## config.mk

```make
export PLATFORM = sky130hd
export DESIGN_NAME = swi_debouncer
export DESIGN_NICKNAME = d
export VERILOG_FILES = /design/src/rtl/loac_io_pkg.sv /design/src/rtl/debounce_bit.sv /design/src/rtl/swi_debouncer.sv
export SDC_FILE = /design/constraint.sdc
export NUM_CORES = 1
export LEC_CHECK = 0
export CORE_MARGIN = 5
export CORE_UTILIZATION = 45
export DETAILED_ROUTE_END_ITERATION = 8
export PLACE_DENSITY = 0.69
export REMOVE_ABC_BUFFERS = 1
export SLEW_MARGIN = 20
export SYNTH_ARGS = -nofsm -noshare
export SYNTH_HDL_FRONTEND = slang
export SYNTH_SLANG_ARGS = --single-unit
export TNS_END_PERCENT = 30
```

## constraint.sdc

```tcl
create_clock -name clk_2 -period 2 [get_ports clk_2]
set_input_delay 0.2 -clock clk_2 [delete_from_list [all_inputs] [get_ports clk_2]]
set_output_delay 0.2 -clock clk_2 [all_outputs]
set_load 0.01 [all_outputs]
```

## src/rtl/loac_io_pkg.sv

```systemverilog
// rtl/loac_io_pkg.sv - shared constants and helpers for switch input conditioning
package loac_io_pkg;

   localparam int NBITS_TOP               = 8;
   localparam int DEBOUNCE_CYCLES_DEFAULT = 4;

   // Counter must hold 0..DEBOUNCE_CYCLES-1; one spare code keeps width >= 1
   function automatic int cnt_width(input int cycles);
      return $clog2(cycles + 1);
   endfunction

endpackage

```

## src/rtl/debounce_bit.sv

```systemverilog
// rtl/debounce_bit.sv - one-bit synchroniser, stability filter and edge pulses
module debounce_bit
   import loac_io_pkg::*;
#(
   parameter int DEBOUNCE_CYCLES = DEBOUNCE_CYCLES_DEFAULT
) (
   input  logic clk_2,
   input  logic reset,
   input  logic raw_i,
   output logic db_o,
   output logic rise_o,
   output logic fall_o,
   output logic pulse_next_o
);

   localparam int                CNT_W    = cnt_width(DEBOUNCE_CYCLES);
   localparam logic [CNT_W-1:0]  CNT_LAST = CNT_W'(DEBOUNCE_CYCLES - 1);

   logic             s1_q, s2_q;
   logic [CNT_W-1:0] cnt_q, cnt_d;
   logic             db_q, db_d;
   logic             rise_q, rise_d;
   logic             fall_q, fall_d;

   // Two-flop synchroniser; nothing may sit between the stages
   always_ff @(posedge clk_2 or posedge reset) begin
      if (reset) begin
         s1_q <= 1'b0;
         s2_q <= 1'b0;
      end else begin
         s1_q <= raw_i;
         s2_q <= s1_q;
      end
   end

   // Accept a new level only after it has differed for DEBOUNCE_CYCLES edges in a row
   always_comb begin
      cnt_d  = '0;
      db_d   = db_q;
      rise_d = 1'b0;
      fall_d = 1'b0;
      if (s2_q != db_q) begin
         if (cnt_q == CNT_LAST) begin
            db_d   = s2_q;
            rise_d = s2_q;
            fall_d = ~s2_q;
         end else begin
            cnt_d = cnt_q + CNT_W'(1);
         end
      end
   end

   // Filter state and pulse registers; pulses fall back to 0 every cycle
   always_ff @(posedge clk_2 or posedge reset) begin
      if (reset) begin
         cnt_q  <= '0;
         db_q   <= 1'b0;
         rise_q <= 1'b0;
         fall_q <= 1'b0;
      end else begin
         cnt_q  <= cnt_d;
         db_q   <= db_d;
         rise_q <= rise_d;
         fall_q <= fall_d;
      end
   end

   assign db_o         = db_q;
   assign rise_o       = rise_q;
   assign fall_o       = fall_q;
   // Lets the parent register an aggregate flag on the same edge as the pulses
   assign pulse_next_o = rise_d | fall_d;

endmodule

```

## src/rtl/swi_debouncer.sv

```systemverilog
// rtl/swi_debouncer.sv - slide-switch bus debouncer with rise/fall/changed pulses
module swi_debouncer
   import loac_io_pkg::*;
#(
   parameter int NBITS           = NBITS_TOP,
   parameter int DEBOUNCE_CYCLES = DEBOUNCE_CYCLES_DEFAULT
) (
   input  logic             clk_2,
   input  logic             reset,
   input  logic [NBITS-1:0] swi_raw,
   output logic [NBITS-1:0] swi_db,
   output logic [NBITS-1:0] swi_rise,
   output logic [NBITS-1:0] swi_fall,
   output logic             swi_changed
);

   logic [NBITS-1:0] pulse_next;
   logic             changed_q;

   for (genvar i = 0; i < NBITS; i++) begin : g_bit
      debounce_bit #(
         .DEBOUNCE_CYCLES (DEBOUNCE_CYCLES)
      ) u_bit (
         .clk_2        (clk_2),
         .reset        (reset),
         .raw_i        (swi_raw[i]),
         .db_o         (swi_db[i]),
         .rise_o       (swi_rise[i]),
         .fall_o       (swi_fall[i]),
         .pulse_next_o (pulse_next[i])
      );
   end

   // One changed pulse per cycle no matter how many bits switch together
   always_ff @(posedge clk_2 or posedge reset) begin
      if (reset) begin
         changed_q <= 1'b0;
      end else begin
         changed_q <= |pulse_next;
      end
   end

   assign swi_changed = changed_q;

endmodule

```

==> metrics.md, run 1 <==
| Metric | Value |
|---|---|
| Worst-margin pin slew | `0.5317 ns` |
| Initial DRC count | `50` |
| Class of the most critical setup path | `reg2out` |
| Fin. max-slew vios | `0` |
| Root buffer cell | `clkbuf_8` |
| Worst Hold Class | `in2async` |
| Slowest stage delay, CP | `0.58 ns` |
| Max Clock Freq | `643.4 MHz` |
| DRC | `0` |
| Cells after Synth | `175` |
| Synth Area in Simple Gates | `17.36%` |
| Fraction of layout cells with a size suffix above 1 | `13.86%` |
| Placer Congestion | `0.6959` |
| Crit path max-delay family | `buffers and inverters` |
| Main combinational cell family by area after synthesis | `simple AND/OR/NAND/NOR gates` |
| Finished Cell Area | `3015 um2` |
| Drt wl/cell | `13.66 um` |
| Total GRT Usage | `12.18%` |
| Overall Power | `3.798 mW` |
| Buf/Inv on CP | `1` |
| FF+latch count, synth | `65` |
| CTS max path bufs | `2` |
| Worst Path Required | `1.80 ns` |
| CTS tree | `done` |
| Peak VDD IR | `0.6215 mV` |
| Nets | `215` |
| Layout fillers | `450` |
| Final hold slack | `0.2360 ns` |
| Die H | `85.09 um` |
| Setup TNS | `0 ns` |
| P_leak | `1.375 nW` |
| Compound-cell area share of the yosys netlist | `0.2465%` |
| Synth Area in Adders | `3.945%` |
| Initial antenna violation count | `0` |
| Final Skew | `0.004568 ns` |
| First-pass GRT wire length | `6803 um` |
| Clock Latency Late Sink | `0.32 ns` |
| Power per Cell Area | `1260 nW/um2` |
| H-tree Lvls | `3` |
| Die area | `7240 um2` |
| Max_slew headroom | `64.50%` |
| Via density | `4.650` |
| Worst slack, placed | `0.5282 ns` |
| CP Capture Type | `primary output` |
| Minimum clock period | `1.554 ns` |
| Slack of the critical path | `0.4457 ns` |
| RSZ-0062 raised after global routing | `no` |
| Post-synthesis average cell area | `14.50 um2` |
| Num CTS Buffers | `9` |
| Proportion of synthesized area in mux cells | `3.107%` |
| Core Area | `5507 um2` |
| Post-DP Area | `2808 um2` |
| Ant. Diodes | `0` |
| Global route overflow | `0` |
| Crit-path max FO | `5` |
| Ys Warns | `0` |
| Final hold vios | `0` |
| Vias | `1,274` |
| Num ports | `35` |
| Yosys cell types | `25` |
| CTS Sinks | `65` |
| Area Growth Syn to Fin | `18.84%` |
| Sequential element share of the synthesized area | `64.10%` |
| Cts repair resizes | `0` |
| Post-Synthesis Cell Area | `2537 um2` |
| Final setup violating endpoints | `0` |
| Worst path slowest cell | `clkdlybuf4s50_1` |
| Setup Buffers After CTS | `0` |
| Post-route ant nets | `0` |
| DRT Pass-1 Iters | `4` |
| CP arrival | `1.35 ns` |
| CTS Hold Buffers Added | `0` |
| Status | `complete, no violations` |
| Tcrit/Tclk final | `77.71%` |
| Initial core utilization | `46.08%` |
| Largest net degree at the start of global routing | `42` |
| CP cell instances | `clkdlybuf4s50_1` |
| Clock-pin slew on the worst setup and hold paths | `0.07 ns` |
| Most frequent cells in the layout | `dfrtp_1 (65), clkdlybuf4s50_1 (34), nor3b_1 (22)` |
| Row Count | `27` |
| Max Cap Violations | `0` |
| Final WL | `3744 um` |
| Die Wd | `85.09 um` |
| Post-detailed-placement half-perimeter wirelength | `2759 um` |
| CP Launch Type | `flip-flop` |
| Number of I/O port buffers | `34` |
| Xor/xnor share of the synthesized area | `3.698%` |
| Vias in the first global route | `1,458` |
| Most common cell after layout, fill and taps aside | `dfrtp_1` |
-- sequential cells by signal, summed over array words and instances (netlist names) --
name                count
g_bit.u_bit.db_o        8
g_bit.u_bit.cnt_q      24
g_bit.u_bit.s1_q        8
g_bit.u_bit.rise_o      8
g_bit.u_bit.s2_q        8
g_bit.u_bit.fall_o      8
swi_changed             1
-- metrics by stage --
| stage | cells | utilization, % |
|---|---|---|
| floorplan | 151 | - |
| global placement | 258 | 50.99 |
| detailed placement | 258 | 50.99 |
| CTS | 274 | 54.76 |
| global route | 274 | 54.76 |
| finish | 274 | 54.76 |
-- routing by layer --
layer	track usage [%]	vias to the layer above	routed length, um
met4	6.043	0	49
met3	4.078	5	172
met5	0	-	0
met2	19.42	29	1842
met1	14.75	627	1679
li1	-	613	-
-- final cells by class --
type                    instances  area [um2]  area share, %
clock buffers                  14       172.7          5.726
clock inverters                 2       35.03          1.162
inverters                       3       11.26         0.3734
multi-input cells              83       719.4          23.86
flip-flops and latches         65        1627          53.94
well taps                      72       90.09          2.988
repair buffers                 35       360.3          11.95
-- cell usage after synthesis (all sizes together) --
| cell | n | area, um2 |
|---|---|---|
| dfrtp | 65 | 1627 |
| buf | 24 | 180.2 |
| nor3b | 24 | 190.2 |
| ha | 8 | 100.1 |
| xnor2 | 8 | 85.08 |
| mux2 | 7 | 78.83 |
| and3b | 6 | 60.05 |
| nand2b | 6 | 47.54 |
| nor2b | 6 | 52.55 |
| nor3 | 5 | 25.02 |
| nand2 | 4 | 15.01 |
| inv | 3 | 11.26 |
| nor4 | 3 | 31.28 |
| nor2 | 2 | 7.510 |
| and3 | 1 | 6.260 |
| nand3 | 1 | 5.000 |
| o22ai | 1 | 6.260 |
| xor2 | 1 | 8.760 |
-- worst paths after layout --
check,start,end,slack (ns),cells past startpoint
max,g_bit[1].u_bit.db_o,swi_db[1],0.45,1
min,reset,g_bit[1].u_bit.s1_q,0.24,2
max reg2reg,g_bit[6].u_bit.cnt_q[0],swi_changed,0.56,5
min reg2reg,g_bit[7].u_bit.s1_q,g_bit[7].u_bit.s2_q,0.35,0
max in group asynchronous,reset,g_bit[7].u_bit.cnt_q[1],1.18,3
min in group clk_2,swi_raw[4],g_bit[4].u_bit.s1_q,0.32,1
-- power breakdown --
group / internal, mW / switching (mW) / total [mW]
sequential: 1.57 / 0.206 / 1.78
clock: 0.677 / 0.439 / 1.12
combinational: 0.518 / 0.388 / 0.906
-- cell families (layout without fill, tap and decap cells) --
kind of cell / Yosys count / after routing
xor gates and xnor gates: 9 / 9
muxes: 7 / 7
DFF: 65 / 65
adders and majority gates: 8 / 8
and+or+nand+nor: 58 / 58
buffers and inverters: 27 / 54
AOI/OAI and AO/OA: 1 / 1
No activity file was read; power rests on OpenSTA's default activity.
==> inputs of run 2 (changes only) <==
==> constraint.sdc (replaced) <==
create_clock -name clk_2 -period 1.6 [get_ports clk_2]
set_input_delay 0.16 -clock clk_2 [delete_from_list [all_inputs] [get_ports clk_2]]
set_output_delay 0.16 -clock clk_2 [all_outputs]
set_load 0.01 [all_outputs]
==> run 2 against run 1 <==
Net effect:
- worst setup slack lost 0.37 ns
- sequential cell count unchanged
- via count rose by 1.6%
- core utilization grew 0.11 points
- clock skew grew 0.00053 ns
- power rose by 26%
- wire length up 3.3%
- first-iteration DRC count shrank 10%
- sequential power is 25% higher
- critical path type unchanged
==> metrics.md, run 2 (synthesis results as in run 1) <==
| Metric | Value |
|---|---|
| Status | `complete, no violations` |
| WL met2 | `2018 um (+9.6%)` |
| H-tree Lvls | `3 (unchanged)` |
| Row Count | `27 (unchanged)` |
| Worst-margin pin slew | `0.3783 ns (-0.1534 ns)` |
| RSZ-0062 raised after global routing | `no` |
| Crit-path max FO | `5 (unchanged)` |
| CP Capture Type | `primary output` |
| Tcrit/Tclk final | `95.20%` |
| CTS Sinks | `65 (unchanged)` |
| Max Clock Freq | `656.5 MHz` |
| Worst path slowest cell | `clkdlybuf4s50_1` |
| Biggest register | `g_bit.u_bit.cnt_q` |
| Root buffer cell | `clkbuf_8` |
| Max_slew headroom | `74.72% (+10 points)` |
| Num CTS Buffers | `9 (unchanged)` |
| Core Area | `5507 um2 (unchanged)` |
| Ant. Diodes | `0 (unchanged)` |
| Buf/Inv on CP | `1 (unchanged)` |
| Initial DRC count | `45 (-10%)` |
| Vias in the first global route | `1,416 (-2.9%)` |
| Initial core utilization | `46.08% (unchanged)` |
| Final Skew | `0.005098 ns (+0.0005300 ns)` |
| Final WL | `3867 um (+3.3%)` |
| Initial antenna violation count | `0 (unchanged)` |
| CP Launch Type | `flip-flop` |
| Met3 routed WL | `154 um (-10%)` |
| Global route overflow | `0 (unchanged)` |
| Most common cell after layout, fill and taps aside | `dfrtp_1` |
| Fin. max-slew vios | `0 (unchanged)` |
| Via density | `4.726 (+1.6%)` |
| Vias | `1,295 (+1.6%)` |
| Slowest stage delay, CP | `0.59 ns (about the same)` |
| Die area | `7240 um2 (unchanged)` |
| CTS Hold Buffers Added | `0 (unchanged)` |
| First-pass GRT wire length | `6713 um (-1.3%)` |
| DRC | `0 (unchanged)` |
| Max reg flops | `24 (unchanged)` |
| Number of I/O port buffers | `34 (unchanged)` |
| Peak VDD IR | `0.8015 mV (+29%)` |
| Final hold vios | `0 (unchanged)` |
| Power per Cell Area | `1579 nW/um2 (+25%)` |
| P_leak | `1.377 nW (+0.11%)` |
| CP cell instances | `clkdlybuf4s50_1` |
| Post-route ant nets | `0 (unchanged)` |
| Post-detailed-placement half-perimeter wirelength | `2780 um (+0.75%)` |
| Final core utilization | `54.87% (+0.11 points)` |
| Num ports | `35 (unchanged)` |
| Area Growth Syn to Fin | `19.08%` |
| Crit path max-delay family | `buffers and inverters` |
| M1 WL | `1636 um (-2.6%)` |
| Final setup violating endpoints | `0 (unchanged)` |
| Nets | `215 (unchanged)` |
| Total GRT Usage | `12.22% (+0.044 points)` |
| Clock Latency Late Sink | `0.32 ns (about the same)` |
| Die H | `85.09 um (unchanged)` |
| Placer Congestion | `0.7031 (+1.0%)` |
| Cts repair resizes | `0 (unchanged)` |
| Largest net degree at the start of global routing | `66 (+57%)` |
| CP arrival | `1.36 ns (about the same)` |
| CTS tree | `done` |
| Class of the most critical setup path | `reg2out` |
| Most frequent cells in the layout | `dfrtp_1 (65), clkdlybuf4s50_1 (34), nor3b_1 (22)` |
| Max Cap Violations | `0 (unchanged)` |
| Setup Buffers After CTS | `0 (unchanged)` |
| Clock-pin slew on the worst setup and hold paths | `0.07 ns (about the same)` |
| Overall Power | `4.771 mW (+26%)` |
| Worst Hold Class | `in2async` |
| Max Used Layer | `met4` |
| Drt wl/cell | `14.11 um (+3.3%)` |
| Minimum clock period | `1.523 ns` |
| Die Wd | `85.09 um (unchanged)` |
| CTS max path bufs | `2 (unchanged)` |
| Fraction of layout cells with a size suffix above 1 | `14.36% (+0.50 points)` |
| Worst Path Required | `1.44 ns (-0.36 ns)` |
| DRT Pass-1 Iters | `2 (-2)` |
[run 2: cell counts in the layout (fill, tap and decap cells not counted)]
Identical to the previous run, type by type.
[run 2: path summary, 6_finish.rpt]
kind / cells after the start / slack [ns] / from / to
worst max-delay path: 1 / 0.08 / g_bit[1].u_bit.db_o / swi_db[1]
worst min-delay path: 3 / 0.23 / reset / g_bit[1].u_bit.cnt_q[1]
worst max register to register: 5 / 0.15 / g_bit[6].u_bit.cnt_q[0] / swi_changed
worst min register to register: 0 / 0.35 / g_bit[0].u_bit.s1_q / g_bit[0].u_bit.s2_q
max in group asynchronous: 3 / 1.10 / reset / g_bit[4].u_bit.cnt_q[1]
min in group clk_2: 1 / 0.27 / swi_raw[1] / g_bit[1].u_bit.s1_q
[run 2: stage by stage]
stage	hold slack, ns	cell area (um2)	cells	setup WS (ns)	TNS (ns)
after floorplan	0.1914	2357	151	-0.1865	-12.12
after global placement	0.3318	2808	258	0.2445	0
after detailed placement	0.3347	2808	258	0.06781	0
after CTS	0.2459	3015	274	0.05780	0
after global routing	0.2535	3022	274	0.01968	0
final	0.2307	3022	274	0.07683	0
[run 2: cell type report]
class / instances / area, um2
multi-input combinational: 83 / 725.7
timing repair buffer: 35 / 360.3
clock inverter: 2 / 35.03
clock buffer: 14 / 172.7
inverter: 3 / 11.26
tap: 72 / 90.09
sequential: 65 / 1627
fill: 459 / 2485
[run 2: report_power, final]
part	internal [mW]	switching, mW	total, mW
sequential	1.96	0.263	2.23
clock	0.846	0.548	1.39
combinational	0.656	0.494	1.15
[run 2: metal layers]
layer / GRT usage (%) / vias up
met5: 0 / -
met4: 6.906 / 0
met3: 3.981 / 6
met2: 19.21 / 28
met1: 14.76 / 652
li1: - / 609
==> inputs of run 3 (changes only) <==
--- a/config.mk
+++ b/config.mk
@@ -5,10 +5,12 @@
 export SDC_FILE = /design/constraint.sdc
 export NUM_CORES = 1
 export LEC_CHECK = 0
+export CELL_PAD_IN_SITES_DETAIL_PLACEMENT = 1
+export CELL_PAD_IN_SITES_GLOBAL_PLACEMENT = 2
 export CORE_MARGIN = 5
-export CORE_UTILIZATION = 45
+export CORE_UTILIZATION = 38
 export DETAILED_ROUTE_END_ITERATION = 8
-export PLACE_DENSITY = 0.69
+export PLACE_DENSITY = 0.8
 export REMOVE_ABC_BUFFERS = 1
 export SLEW_MARGIN = 20
 export SYNTH_ARGS = -nofsm -noshare
==> run 3 against run 2 <==
Net effect:
- maximum frequency is 0.25% higher
- core utilization shrank 7.8 points
- non-clock buffer count did not move
- highest routed layer unchanged
==> metrics.md, run 3 (synthesis results as in run 1) <==
| Metric | Value |
|---|---|
| Core Area | `6422 um2 (+17%)` |
| RSZ-0062 raised after global routing | `no` |
| Worst Hold Class | `in2async` |
| Worst Setup SP | `g_bit[0].u_bit.db_o` |
| Post-route ant nets | `0 (unchanged)` |
| Global route overflow | `0 (unchanged)` |
| Die H | `91.72 um (+7.8%)` |
| Slowest stage delay, CP | `0.58 ns (about the same)` |
| Drt wl/cell | `14.56 um (+3.2%)` |
| Worst-margin pin slew | `0.3946 ns (+0.01633 ns)` |
| First-pass GRT wire length | `7217 um (+7.5%)` |
| Vias | `1,303 (+0.62%)` |
| CP Launch Type | `flip-flop` |
| DRT Pass-1 Iters | `2 (unchanged)` |
| Layout fillers | `635 (+38%)` |
| CTS Hold Buffers Added | `0 (unchanged)` |
| Number of I/O port buffers | `34 (unchanged)` |
| Max_slew headroom | `73.63% (-1.1 points)` |
| Setup crit end | `swi_db[0]` |
| CTS tree | `done` |
| Via density | `4.687 (-0.83%)` |
| CTS max path bufs | `2 (unchanged)` |
| Final Skew | `0.005246 ns (+0.0001488 ns)` |
| Final hold vios | `0 (unchanged)` |
| Most common cell after layout, fill and taps aside | `dfrtp_1` |
| Worst path slowest cell | `clkdlybuf4s50_1` |
| Class of the most critical setup path | `reg2out` |
| CP Capture Type | `primary output` |
| Placer Congestion | `0.7089 (+0.82%)` |
| Crit path max-delay family | `buffers and inverters` |
| Fraction of layout cells with a size suffix above 1 | `13.43% (-0.92 points)` |
| Largest net degree at the start of global routing | `66 (unchanged)` |
| Final WL | `4048 um (+4.7%)` |
| Sequential cell area | `1627 um2 (unchanged)` |
| DRC | `0 (unchanged)` |
| Post-detailed-placement half-perimeter wirelength | `2946 um (+6.0%)` |
| FF-to-FF Start | `g_bit[6].u_bit.cnt_q[0]` |
| Die area | `8412 um2 (+16%)` |
| Initial core utilization | `39.51% (-6.6 points)` |
| Area Growth Syn to Fin | `19.18% (about the same)` |
| Root buffer cell | `clkbuf_8` |
| Power per Cell Area | `1596 nW/um2 (+1.1%)` |
| CP arrival | `1.36 ns (about the same)` |
| H-tree Lvls | `3 (unchanged)` |
| Most frequent cells in the layout | `dfrtp_1 (65), clkdlybuf4s50_1 (34), nor3b_1 (22)` |
| Clock-pin slew on the worst setup and hold paths | `0.06 ns (about the same)` |
| Clock Latency Late Sink | `0.32 ns (about the same)` |
| Vias in the first global route | `1,526 (+7.8%)` |
| Worst Path Required | `1.44 ns (about the same)` |
| Biggest register | `g_bit.u_bit.cnt_q` |
| Slack of the critical path | `0.08068 ns (+0.003841 ns)` |
| Buf/Inv on CP | `1 (unchanged)` |
| Worst slack, placed | `0.1310 ns (+0.06322 ns)` |
| Tcrit/Tclk final | `94.96% (-0.24 points)` |
| Setup TNS | `0 ns (unchanged)` |
| Fin. max-slew vios | `0 (unchanged)` |
| Max reg flops | `24 (unchanged)` |
| Num CTS Buffers | `9 (unchanged)` |
| Crit-path max FO | `6 (+1)` |
| Max Cap Violations | `0 (unchanged)` |
| Ant. Diodes | `0 (unchanged)` |
| P_leak | `1.375 nW (-0.13%)` |
| Multi-input gate area | `719.4 um2 (-0.86%)` |
| WP depth | `1 (unchanged)` |
| Nets | `215 (unchanged)` |
| Depth of the worst register-to-register path | `5 (unchanged)` |
| Setup Buffers After CTS | `0 (unchanged)` |
| FF-to-FF setup slack | `0.15 ns (about the same)` |
| CTS Sinks | `65 (unchanged)` |
| Num ports | `35 (unchanged)` |
| Cts repair resizes | `0 (unchanged)` |
| Die Wd | `91.72 um (+7.8%)` |
| CP cell instances | `clkdlybuf4s50_1` |
| Peak VDD IR | `0.5363 mV (-33%)` |
| Max Clock Freq | `658.2 MHz (+0.25%)` |
| Crit Reg-Reg Endpoint | `swi_changed` |
| Initial antenna violation count | `0 (unchanged)` |
| Row Count | `29 (+7.4%)` |
| Total GRT Usage | `10.91% (-1.3 points)` |
| Minimum clock period | `1.519 ns (-0.003841 ns)` |
| Initial DRC count | `40 (-11%)` |
| Status | `complete, no violations` |
| Final setup violating endpoints | `0 (unchanged)` |
[run 3: cell count changes in the layout (fill, tap and decap cells not counted), sizes merged]
| cell | delta |
|---|---|
| clkbuf | -2 |
| bufinv | +1 |
[run 3: cell type report]
class	count	share of cell area [%]
clock inverter	3	2.151
inverter	3	0.3724
timing repair buffer	35	11.92
clock buffer	12	4.799
tap	77	3.186
multi-input combinational	83	23.79
sequential	65	53.79
[run 3: where the power goes]
| group | internal [mW] | switching, mW | total [mW] |
|---|---|---|---|
| sequential | 1.96 | 0.256 | 2.22 |
| combinational | 0.649 | 0.494 | 1.14 |
| clock | 0.910 | 0.555 | 1.47 |
[run 3: worst register-to-register path, stage by stage, from the launching register on]
cell and delay, ns:
dfrtp_1 0.39, ha_1 0.22, nor2b_4 0.14, and3b_1 0.18, nor4_1 0.30, nand3_1 0.10
[run 3: through the flow]
stage | cell area [um2] | utilization [%] | std cells | power (mW) | hold slack [ns]
after CTS | 3024 | 47.09 | 278 | 4.928 | 0.2301
after detailed placement | 2814 | 43.81 | 263 | 3.427 | 0.3385
final | 3024 | 47.09 | 278 | 4.827 | 0.2313
after floorplan | 2357 | - | 151 | 2.902 | 0.1914
after global placement | 2814 | 43.81 | 263 | 3.319 | 0.3322
after global routing | 3024 | 47.09 | 278 | 5.138 | 0.2448
[run 3: layer usage]
| metal | routed length [um] | GRT usage, % |
|---|---|---|
| met5 | 0 | 0 |
| met1 | 1669 | 12.55 |
| met3 | 183 | 4.092 |
| met2 | 2150 | 18.20 |
| met4 | 44 | 4.827 |
[run 3: how the worst min path moves through the flow]
stage / startpoint / end
4_1_cts: reset / g_bit[7].u_bit.cnt_q[1]
6_report: reset / g_bit[2].u_bit.cnt_q[1]
3_3_place_gp: g_bit[1].u_bit.s1_q / g_bit[1].u_bit.s2_q
5_1_grt: swi_raw[7] / g_bit[7].u_bit.s1_q
2_1_floorplan: swi_raw[0] / g_bit[0].u_bit.s1_q
3_5_place_dp: g_bit[5].u_bit.s1_q / g_bit[5].u_bit.s2_q
